File: src/rtl/alarm_beeper_pkg.sv
// alarm_beeper_pkg: FSM state type, board-derived timing defaults and a counter-width helper.
package alarm_beeper_pkg;

    typedef enum logic [1:0] {IDLE, BEEP, GAP} state_e;

    localparam int CLK_HZ  = 50_000_000;
    localparam int TONE_HZ = 1_000;

    localparam int TONE_DIV_DEF    = CLK_HZ / (2 * TONE_HZ);
    localparam int BEEP_CYCLES_DEF = CLK_HZ / 4;
    localparam int GAP_CYCLES_DEF  = CLK_HZ / 4;
    localparam int NUM_BEEPS_DEF   = 4;

    function automatic int cw(input int n);
        return n > 1 ? $clog2(n) : 1;
    endfunction

endpackage

File: src/rtl/alarm_beeper_if.sv
// alarm_beeper_if: start/stop requests in, buzzer drive and status out.
interface alarm_beeper_if;
    logic start;
    logic stop;
    logic buzzer;
    logic busy;
    logic done;
    modport master (output start, stop, input buzzer, busy, done);
    modport slave  (input start, stop, output buzzer, busy, done);
endinterface

File: src/rtl/alarm_beeper_tone_gen.sv
// alarm_beeper_tone_gen: registered square wave, TONE_DIV cycles per half-period, starting high on restart.
module alarm_beeper_tone_gen
    import alarm_beeper_pkg::*;
#(
    parameter int TONE_DIV = TONE_DIV_DEF
) (
    input  logic clk,
    input  logic rst,
    input  logic enable_i,
    input  logic restart_i,
    output logic wave_o
);
    localparam int TW = cw(TONE_DIV);
    localparam logic [TW-1:0] LAST = TW'(TONE_DIV - 1);

    logic [TW-1:0] cnt_q;
    logic          wave_q;

    always_ff @(posedge clk) begin
        if (rst || !enable_i) begin
            cnt_q  <= '0;
            wave_q <= 1'b0;
        end else if (restart_i) begin
            cnt_q  <= '0;
            wave_q <= 1'b1;
        end else if (cnt_q == LAST) begin
            cnt_q  <= '0;
            wave_q <= ~wave_q;
        end else begin
            cnt_q <= cnt_q + TW'(1);
        end
    end

    assign wave_o = wave_q;
endmodule

File: src/rtl/alarm_beeper.sv
// alarm_beeper: turns a start pulse into NUM_BEEPS tone bursts separated by silent gaps.
module alarm_beeper
    import alarm_beeper_pkg::*;
#(
    parameter int TONE_DIV    = TONE_DIV_DEF,
    parameter int BEEP_CYCLES = BEEP_CYCLES_DEF,
    parameter int GAP_CYCLES  = GAP_CYCLES_DEF,
    parameter int NUM_BEEPS   = NUM_BEEPS_DEF
) (
    input  logic clk,
    input  logic rst,
    alarm_beeper_if.slave bus
);
    localparam int DW = cw(BEEP_CYCLES) > cw(GAP_CYCLES) ? cw(BEEP_CYCLES) : cw(GAP_CYCLES);
    localparam int BW = $clog2(NUM_BEEPS + 1);
    localparam logic [DW-1:0] BEEP_LAST = DW'(BEEP_CYCLES - 1);
    localparam logic [DW-1:0] GAP_LAST  = DW'(GAP_CYCLES - 1);
    localparam logic [BW-1:0] NB        = BW'(NUM_BEEPS);

    state_e        state_q;
    logic [DW-1:0] dur_q;
    logic [BW-1:0] burst_q;
    logic          busy_q;
    logic          done_q;
    logic          buzzer;

    logic beep_end, gap_end, tone_restart, tone_en;

    assign beep_end = state_q == BEEP && dur_q == BEEP_LAST;
    assign gap_end  = state_q == GAP && dur_q == GAP_LAST;

    // Tone control follows the state the FSM will hold next cycle, so the buzzer register lines up with it.
    assign tone_restart = !bus.stop && (bus.start || gap_end);
    assign tone_en      = tone_restart || (!bus.stop && state_q == BEEP && !beep_end);

    always_ff @(posedge clk) begin
        if (rst) begin
            state_q <= IDLE;
            dur_q   <= '0;
            burst_q <= '0;
            busy_q  <= 1'b0;
            done_q  <= 1'b0;
        end else begin
            done_q <= 1'b0;
            if (bus.stop) begin
                state_q <= IDLE;
                dur_q   <= '0;
                burst_q <= '0;
                busy_q  <= 1'b0;
            end else if (bus.start) begin
                state_q <= BEEP;
                dur_q   <= '0;
                burst_q <= BW'(1);
                busy_q  <= 1'b1;
            end else begin
                case (state_q)
                    BEEP: begin
                        dur_q <= beep_end ? '0 : dur_q + DW'(1);
                        if (beep_end && burst_q < NB) begin
                            state_q <= GAP;
                        end else if (beep_end) begin
                            state_q <= IDLE;
                            burst_q <= '0;
                            busy_q  <= 1'b0;
                            done_q  <= 1'b1;
                        end
                    end
                    GAP: begin
                        dur_q <= gap_end ? '0 : dur_q + DW'(1);
                        if (gap_end) begin
                            state_q <= BEEP;
                            burst_q <= burst_q + BW'(1);
                        end
                    end
                    default: begin
                        dur_q   <= '0;
                        burst_q <= '0;
                    end
                endcase
            end
        end
    end

    alarm_beeper_tone_gen #(.TONE_DIV(TONE_DIV)) u_tone (
        .clk       (clk),
        .rst       (rst),
        .enable_i  (tone_en),
        .restart_i (tone_restart),
        .wave_o    (buzzer)
    );

    assign bus.buzzer = buzzer;
    assign bus.busy   = busy_q;
    assign bus.done   = done_q;
endmodule
File: src/flat_wrapper.sv
// flat-port wrapper written by rule: the top's interface ports become plain ports
module alarm_beeper_flat import alarm_beeper_pkg::*;
#(
    parameter int TONE_DIV    = TONE_DIV_DEF,
    parameter int BEEP_CYCLES = BEEP_CYCLES_DEF,
    parameter int GAP_CYCLES  = GAP_CYCLES_DEF,
    parameter int NUM_BEEPS   = NUM_BEEPS_DEF
)
  (clk, rst, bus_start, bus_stop, bus_buzzer, bus_busy, bus_done);
  alarm_beeper_if bus_i ();
  input  logic clk;
  input  logic rst;
  input wire logic [$bits(bus_i.start)-1:0] bus_start;
  input wire logic [$bits(bus_i.stop)-1:0] bus_stop;
  output wire logic [$bits(bus_i.buzzer)-1:0] bus_buzzer;
  output wire logic [$bits(bus_i.busy)-1:0] bus_busy;
  output wire logic [$bits(bus_i.done)-1:0] bus_done;
  assign bus_i.start = bus_start;
  assign bus_i.stop = bus_stop;
  assign bus_buzzer = bus_i.buzzer;
  assign bus_busy = bus_i.busy;
  assign bus_done = bus_i.done;
  alarm_beeper #(.TONE_DIV(TONE_DIV), .BEEP_CYCLES(BEEP_CYCLES), .GAP_CYCLES(GAP_CYCLES), .NUM_BEEPS(NUM_BEEPS)) u_core (.clk(clk), .rst(rst), .bus(bus_i));
endmodule
File: config.mk
export PLATFORM = sky130hd
export DESIGN_NAME = alarm_beeper_flat
export DESIGN_NICKNAME = d
export VERILOG_FILES = /design/src/rtl/alarm_beeper_pkg.sv /design/src/rtl/alarm_beeper_if.sv /design/src/rtl/alarm_beeper_tone_gen.sv /design/src/rtl/alarm_beeper.sv /design/src/flat_wrapper.sv
export SDC_FILE = /design/constraint.sdc
export NUM_CORES = 1
export LEC_CHECK = 0
export ABC_CLOCK_PERIOD_IN_PS = 2200
export BUFFER_PORTS_ARGS = -buffer_cell sky130_fd_sc_hd__buf_4
export CORE_MARGIN = 2
export CORE_UTILIZATION = 45
export CTS_CLUSTER_DIAMETER = 150
export DETAILED_ROUTE_END_ITERATION = 10
export GPL_ROUTABILITY_DRIVEN = 0
export PLACE_DENSITY_LB_ADDON = 0.05
export SLEW_MARGIN = 20
export SYNTH_ARGS = -nofsm -noshare
export SYNTH_HDL_FRONTEND = slang
export SYNTH_SLANG_ARGS = --single-unit
File: constraint.sdc
create_clock -name clk -period 2.2 [get_ports clk]
set_clock_uncertainty 0.2 [all_clocks]
set_input_delay 0.11 -clock clk [delete_from_list [all_inputs] [get_ports clk]]
set_output_delay 0.11 -clock clk [all_outputs]
set_load 0.05 [all_outputs]
==> results of run 1 <==
## registers in the layout, summed over array words and instances (netlist names)
name and count:
u_core.dur_q 24, u_core.u_tone.cnt_q 15, u_core.burst_q 3, u_core.state_q 2, u_core.bus.busy 1, u_core.bus.done 1
u_core.u_tone.wave_o 1
## critical path, cell delays in order (launching register included)
cell	delay [ns]
dfxtp_1	0.39
ha_1	0.25
and4_1	0.27
nand4_1	0.15
or2_2	0.37
o311a_1	0.33
## logic make-up after synthesis
logic type / after synthesis
simple gates: 125
flops: 47
compound gates: 41
xor+xnor: 25
buf+inv: 17
fa+ha+maj: 5
mux: 1
## cells in the final DEF (no fill, tap or decap), drive strengths merged, types with 4 or more instances in the layout
| cell type | n |
|---|---|
| nand4 | 13 |
| xnor2 | 13 |
| ha | 5 |
| o31ai | 10 |
| nor4 | 5 |
| dlygate4sd3 | 4 |
| inv | 8 |
| o21ai | 6 |
| nor3 | 7 |
| xor2 | 12 |
| or3 | 6 |
| a21oi | 12 |
| and4 | 4 |
| nand3 | 15 |
| nand2 | 19 |
| nor2 | 32 |
| dfxtp | 47 |
| buf | 21 |
| or4 | 8 |
| clkbuf | 5 |
## stage by stage
stage	worst slack (ns)	cells
floorplan	0.159	261
global placement	0.131	337
detailed placement	0.111	337
CTS	0.105	349
global route	0.0165	352
finish	0.140	352
## worst paths after layout
kind | cells after the start | from | endpoint | slack (ns)
setup / recovery | 5 | u_core.dur_q[1] | u_core.burst_q[0] | 0.14
hold / removal | 1 | u_core.u_tone.cnt_q[0] | u_core.u_tone.cnt_q[0] | 0.28
setup reg to reg | 5 | u_core.dur_q[1] | u_core.burst_q[0] | 0.14
hold reg to reg | 1 | u_core.u_tone.cnt_q[0] | u_core.u_tone.cnt_q[0] | 0.28
## per-layer routing
metal,wire length [um],global-route usage [%]
met2,2020,28.1
met5,0,0
met1,2370,25.6
met4,56,5.36
met3,121,4.02
## power by group
group / total [mW] / switching, mW / leakage, nW / internal [mW]
logic: 0.0454 / 0.0245 / 0.364 / 0.0210
clock network: 0.508 / 0.290 / 0.0477 / 0.218
registers: 0.857 / 0.00285 / 0.379 / 0.854
## cell type report
type / count / area (um2) / share of cell area [%]
clock buffer: 5 / 68.8 / 2.64
multi-input combinational: 197 / 1260 / 48.2
timing repair buffer: 25 / 210 / 8.07
sequential: 47 / 941 / 36.1
inverter: 8 / 30.0 / 1.15
clock inverter: 3 / 15.0 / 0.576
tap: 67 / 83.8 / 3.22
## what timing repair did
item / CTS / global route
setup buffers: 0 / 3
endpoints found under the hold margin: 8 / 0
hold buffers: 4 / 0
setup endpoints to repair: 0 / 4
==> impl_metrics.yaml, run 1 <==
outcome:
  outcome: "completed"
sta:
  slew_violations: 0
  finalHoldViolations: 0
  fmax_mhz: 485
  setup_viol: 0
  fin_crit_ns: 2.06
  whs_ns: 0.276
  fin_setup_tns_ns: 0
  rsz0062_at_grt: "false"
  tightest_slew_ns: 0.472
  period_share_pct: 93.6
  slew_headroom_pct: 68.1
yosys:
  synthCells: 261
  synth_compound_area_share_pct: 12.5
  ys_top_cells_by_area: "dfxtp_1 41%, nor2_1 5.3%, xnor2_1 5.0%, xor2_1 4.6%, nand4_1 3.6%"
  synth.net_count: 270
  ys_warn_count: 0
  synth_mux_area_share_pct: 0.441
  synth.most_common_cell: "dfxtp_1"
  ys_types: 45
  synthTopCellsByCount: "47 x dfxtp_1, 32 x nor2_1, 19 x nand2_1"
  synth-xor-area-share_pct: 9.64
  synth_ff_type: "dfxtp_1"
  netlist.area_leader.share_pct: 41.4
  syn_area_mm2: 0.00227
  synth_top_family_by_area: "simple AND/OR/NAND/NOR gates"
  ys_seq_area_share_pct: 41.4
  synthSimpleGateAreaFrac_pct: 30.0
  yosys.area_share.adder_pct: 2.75
  synthArstFlopShare_pct: 0
  synth_edf_count: 0
  yosysTopAreaCell: "dfxtp_1"
  synth_area_per_cell_um2: 8.71
  ys_ff_latch: 47
floorplanning:
  io_pins: 7
  fp.dieH_um: 75.1
  start_util_pct: 47.5
  rows: 25
  fp.dieArea_mm2: 0.00563
  die_x_um: 75.1
  coreArea_mm2: 0.00479
setup_path:
  cp.arrival_ns: 2.05
  crit_required_ns: 2.19
  setup.worst_path.class: "flop to flop"
  critPathMaxFanout: 5
  end_kind: "flop"
  start_kind: "flop"
clock_network:
  ctsResizeCount: 0
  clock_sinks: 47
  ctsRootBufferMaster: "clkbuf_8"
  worstSkewPairLatency_ns: 0.30
  cts_buffer_depth: 2
  h-tree-depth: 2
  numCtsBuffers: 5
  clkSlewWorstSetupHoldPaths_ns: 0.09
  cts_tree: "yes"
final_layout:
  antenna_cells: 0
  final_net_count: 293
  area_growth_pct: 14.7
  utilization_pct: 54.5
  drive_gt1_share_pct: 13.7
  n_fill_cell: 486
  design_area_mm2: 0.00261
global_routing:
  grtUsageTotal_pct: 18.2
  grt_pass1_wl_um: 7900
  grt_max_degree: 24
  antenna_found_initial: 0
  grt_pass1_vias: 1754
  overflow: 0
detailed_routing:
  drt_first_pass_iters: 4
  wl_um: 4570
  drc: 0
  dr.first_iter.drc_count: 95
  wl_per_cell_um: 13.0
  ant_nets: 0
  vias: 1914
  vias_per_cell: 5.44
placement:
  io_buffer_count: 6
  dp_hpwl_um: 3230
  dpl_cell_area_mm2: 0.00246
min_path:
  hold_path.class: "flop to flop"
pwr:
  power_mw: 1.41
  vdd_drop_max_mv: 0.598
  p_leak_nw: 0.791
  powerDensity_mw_per_mm2: 541
flow_run:
  drv_cap: 0
Note: power is estimated with default switching activity, not from simulation.
==> run 2: changes to the inputs <==
Settings changed: SYNTH_HIERARCHICAL set to 1.
==> impl_metrics.yaml, run 2 <==
sta:
  tightest_slew_ns: 0.470
  fmax_mhz: 470
  whs_ns: 0.272
  finalHoldViolations: 0
  slew_headroom_pct: 68.2
  fin_crit_ns: 2.13
  slew_violations: 0
  setup_viol: 0
  period_share_pct: 96.6
yosys:
  yosysTopAreaCell: "dfxtp_1"
  netlist.area_leader.share_pct: 39.4
  synth_edf_count: 0
  ys_top_cells_by_area: "dfxtp_1 39%, xnor2_1 4.8%, nor3_1 3.8%, nand4_1 3.7%, xor2_1 3.7%"
  syn_area_mm2: 0.00239
  ys_warn_count: 6
  ys_types: 46
  synth.net_count: 279
  synth.most_common_cell: "dfxtp_1"
  synthArstFlopShare_pct: 0
  synthTopCellsByCount: "47 x dfxtp_1, 20 x nor2_1, 18 x nand2_1, 18 x nor3_1"
  synth_area_per_cell_um2: 8.84
  synth_ff_type: "dfxtp_1"
  ys_ff_latch: 47
  ys_seq_area_share_pct: 39.4
  synthCells: 270
final_layout:
  design_area_mm2: 0.00296
  largest_registers: "u_core/dur_q: 24 flops, u_core/u_tone/cnt_q: 15 flops, u_core/burst_q: 3 flops"
  final_cell_mix: "42 x buf_4, 40 x dfxtp_1, 20 x nor2_1"
  mostFrequentLayoutCell: "buf_4"
  final_net_count: 323
  multi_input_area_mm2: 0.00143
  utilization_pct: 58.0
  area_growth_pct: 24.1
  drive_gt1_share_pct: 25.2
  n_fill_cell: 459
  top_register: "u_core/dur_q"
  antenna_cells: 0
  largest_reg_flops: 24
  register_area_um2: 950
  fin_cells: 384
clock_network:
  cts_buffer_depth: 2
  cts_tree: "yes"
  ctsRootBufferMaster: "clkbuf_8"
  h-tree-depth: 2
  clock_sinks: 47
  numCtsBuffers: 5
  clkSlewWorstSetupHoldPaths_ns: 0.09
  worstSkewPairLatency_ns: 0.30
setup_path:
  worstReg2RegEnd: "u_core/u_tone/cnt_q[13]"
  reg2reg_depth: 9
  rr_startpoint: "u_core/dur_q[0]"
  setup.worst_path.class: "flop to flop"
  start_kind: "flop"
  crit_required_ns: 2.24
  reg2reg_slack_ns: 0.07
  critPathMaxFanout: 7
  cp.arrival_ns: 2.16
  end_kind: "flop"
placement:
  dp_cells: 367
  io_buffer_count: 6
  dpl_cell_area_mm2: 0.00272
  dp_hpwl_um: 3860
floorplanning:
  die_x_um: 76.8
  coreArea_mm2: 0.00511
  io_pins: 7
  rows: 26
  fp.dieH_um: 76.8
  start_util_pct: 46.7
  fp.dieArea_mm2: 0.00590
pwr:
  p_leak_nw: 0.984
  vdd_drop_max_mv: 0.325
  power_mw: 1.53
  powerDensity_mw_per_mm2: 518
detailed_routing:
  vias_per_cell: 5.62
  vias: 2158
  drc: 0
  drt_first_pass_iters: 4
  dr.first_iter.drc_count: 68
  wl_um: 5560
  ant_nets: 0
  wl_per_cell_um: 14.5
global_routing:
  grt_max_degree: 25
  grtUsageTotal_pct: 19.6
  grt_pass1_wl_um: 9420
  busiest_layer: "met2"
  use_met2_pct: 33.8
  grtUsageMet1_pct: 25.0
  gr-usage-met3_pct: 3.88
  overflow: 0
  antenna_found_initial: 0
  grt_pass1_vias: 2028
min_path:
  hold_depth: 1
  hold_path.class: "flop to flop"
  holdCritStartpoint: "u_core/u_tone/cnt_q[0]"
  hold-path-endpoint: "u_core/u_tone/cnt_q[0]"
outcome:
  outcome: "completed"
flow_run:
  drv_cap: 0
-- run 2: changes by cell type after synthesis, sizes merged, moves of 3 or more --
| cell | delta |
|---|---|
| nor2 | -12 |
| a211oi | +11 |
| nor3 | +11 |
| a21oi | -8 |
| and3 | +3 |
| nor3b | +3 |
| o21ai | +3 |
| or2 | -3 |
-- run 2: cell type report --
class,instances,share of cell area [%]
multi-input combinational,208,48.3
sequential,47,32.1
timing repair buffer,46,12.3
tap,70,2.96
clock buffer,5,2.32
clock inverter,2,1.27
inverter,6,0.760
-- run 2: cells by family after synthesis --
logic type	after synthesis	synth area share, %
simple gates	136	33.6
mux	1	0.472
buf+inv	16	3.15
compound gates	42	12.3
fa+ha+maj	5	2.62
xor+xnor	23	8.44
flops	47	39.4
-- run 2: where the power goes --
part / leakage (nW) / switching (mW) / internal (mW)
sequential: 0.383 / 0.00288 / 0.854
clock: 0.0502 / 0.293 / 0.332
combinational: 0.551 / 0.0287 / 0.0230
-- run 2: per-layer routing --
layer | vias to the layer above | part of all wire [%]
met5 | - | 0
met4 | 0 | 0.49
met3 | 2 | 2.2
met2 | 19 | 50
met1 | 1034 | 48
li1 | 1103 | -
-- run 2: metrics by stage --
stage | TNS (ns) | setup slack, ns
after global routing | -0.586 | -0.0802
after detailed placement | 0 | 0.0345
after global placement | 0 | 0.0764
after CTS | 0 | 0.0333
final | 0 | 0.0739
after floorplan | 0 | 0.0128
-- run 2: worst max-delay path by stage --
stage	from	endpoint	slack (ns)
CTS	u_core/dur_q[16]	u_core/dur_q[23]	0.03
detailed placement	u_core/dur_q[0]	u_core/u_tone/cnt_q[13]	0.03
global placement	u_core/dur_q[0]	u_core/u_tone/cnt_q[13]	0.08
global route	u_core/dur_q[14]	u_core/u_tone/cnt_q[13]	-0.08
finish	u_core/dur_q[0]	u_core/u_tone/cnt_q[13]	0.07
floorplan	u_core/dur_q[0]	u_core/u_tone/cnt_q[10]	0.01
-- run 2: what timing repair did --
action | CTS | global route
gates resized for setup | 2 | 16
pin swaps | 0 | 9
endpoints found under the setup margin | 3 | 18
gates cloned | 0 | 1
hold buffers | 3 | 0
hold endpoints to repair | 5 | 0
setup buffers | 0 | 6
-- run 2: critical path, cell delays in order (launching register included) --
cell	delay, ns
dfxtp_1	0.33
ha_1	0.16
and4_1	0.22
and4_4	0.24
a31oi_2	0.12
a21oi_2	0.20
nor3b_4	0.23
buf_4	0.16
nand2_4	0.08
a21oi_1	0.12
==> run 3: changes to the inputs <==
Settings changed: CORE_UTILIZATION 45 to 51, SKIP_CTS_REPAIR_TIMING set to 1.
==> impl_metrics.yaml, run 3 (synthesized netlist as in run 2, its figures left out) <==
clock_network:
  clkSlewWorstSetupHoldPaths_ns: 0.09
  cts_buffer_depth: 2
  h-tree-depth: 2
  worstSkewPairLatency_ns: 0.30
  cts_tree: "yes"
  numCtsBuffers: 5
  ctsRootBufferMaster: "clkbuf_8"
  clock_sinks: 47
final_layout:
  largest_registers: "u_core/dur_q: 24 flops, u_core/u_tone/cnt_q: 15 flops, u_core/burst_q: 3 flops"
  antenna_cells: 0
  area_growth_pct: 22.5
  final_net_count: 316
  drive_gt1_share_pct: 28.6
  largest_reg_flops: 24
  design_area_mm2: 0.00292
  final_cell_mix: "35 x buf_4, 35 x dfxtp_1, 18 x nand2_1"
  top_register: "u_core/dur_q"
  n_fill_cell: 365
detailed_routing:
  drt_first_pass_iters: 4
  wl_um: 5520
  dr.first_iter.drc_count: 140
  vias: 2167
  ant_nets: 0
  wl_per_cell_um: 15.3
  vias_per_cell: 6.02
  drc: 0
sta:
  fin_crit_ns: 2.18
  fin_ws_ns: 0.0181
  slew_headroom_pct: 76.0
  fmax_mhz: 458
  setup_viol: 0
  finalHoldViolations: 0
  slew_violations: 0
  tightest_slew_ns: 0.356
  period_share_pct: 99.2
  fin_setup_tns_ns: 0
  rsz0062_at_grt: "true"
setup_path:
  end_kind: "flop"
  critPathMaxFanout: 8
  rr_startpoint: "u_core/dur_q[13]"
  crit_start: "u_core/dur_q[13]"
  cp.arrival_ns: 2.21
  reg2reg_slack_ns: 0.02
  start_kind: "flop"
  crit_required_ns: 2.22
  setup.worst_path.class: "flop to flop"
  reg2reg_depth: 5
min_path:
  hold_depth: 1
  holdCritStartpoint: "u_core/u_tone/cnt_q[0]"
  hold_path.class: "flop to flop"
pwr:
  powerDensity_mw_per_mm2: 492
  p_leak_nw: 0.955
  vdd_drop_max_mv: 0.400
floorplanning:
  die_x_um: 72.4
  start_util_pct: 53.7
  fp.dieH_um: 72.4
  coreArea_mm2: 0.00444
  io_pins: 7
  fp.dieArea_mm2: 0.00524
  rows: 24
global_routing:
  overflow: 0
  grt_pass1_vias: 1886
  antenna_found_initial: 0
  grtUsageTotal_pct: 21.2
  grt_max_degree: 25
  grt_pass1_wl_um: 8760
placement:
  dpl_cell_area_mm2: 0.00264
  dp_hpwl_um: 3560
  pre_cts_ws_ns: -0.0359
  io_buffer_count: 6
flow_run:
  drv_cap: 0
outcome:
  outcome: "completed"
[run 3: routing by layer]
layer	global-route usage, %	share of wire [%]
met4	8.64	2.4
met1	27.9	46
met5	0	0
met3	4.31	3.9
met2	33.9	47
[run 3: area by class of cell]
type,count,area [um2],share of cell area [%]
multi-input combinational,208,1490,51.1
sequential,47,956,32.7
timing repair buffer,39,298,10.2
clock buffer,5,68.8,2.35
tap,52,65.1,2.23
inverter,6,22.5,0.770
clock inverter,3,20.0,0.685
[run 3: worst max-delay path: stages, from the launching register on]
cell      delay [ns]
dfxtp_1         0.35
buf_4           0.15
nand4_1         0.09
or4_4           0.60
or4_1           0.48
a211oi_1        0.23
[run 3: power by group]
part	internal, mW	leakage [nW]	switching, mW
clock network	0.222	0.0402	0.309
registers	0.854	0.385	0.00300
logic	0.0208	0.529	0.0292
total	1.10	0.955	0.341
[run 3: final timing paths]
check                            to
max                u_core/dur_q[23]
min          u_core/u_tone/cnt_q[0]
max reg2reg        u_core/dur_q[23]
min reg2reg  u_core/u_tone/cnt_q[0]
[run 3: stage by stage]
stage               cells  util [%]  power [mW]  hold WS [ns]
floorplan             270         -       0.903       -0.0172
global placement      344      59.5       0.915         0.103
detailed placement    344      59.5       0.915         0.108
CTS                   352      61.5        1.43        -0.219
global route          360      65.8        1.49         0.290
finish                360      65.8        1.44         0.271
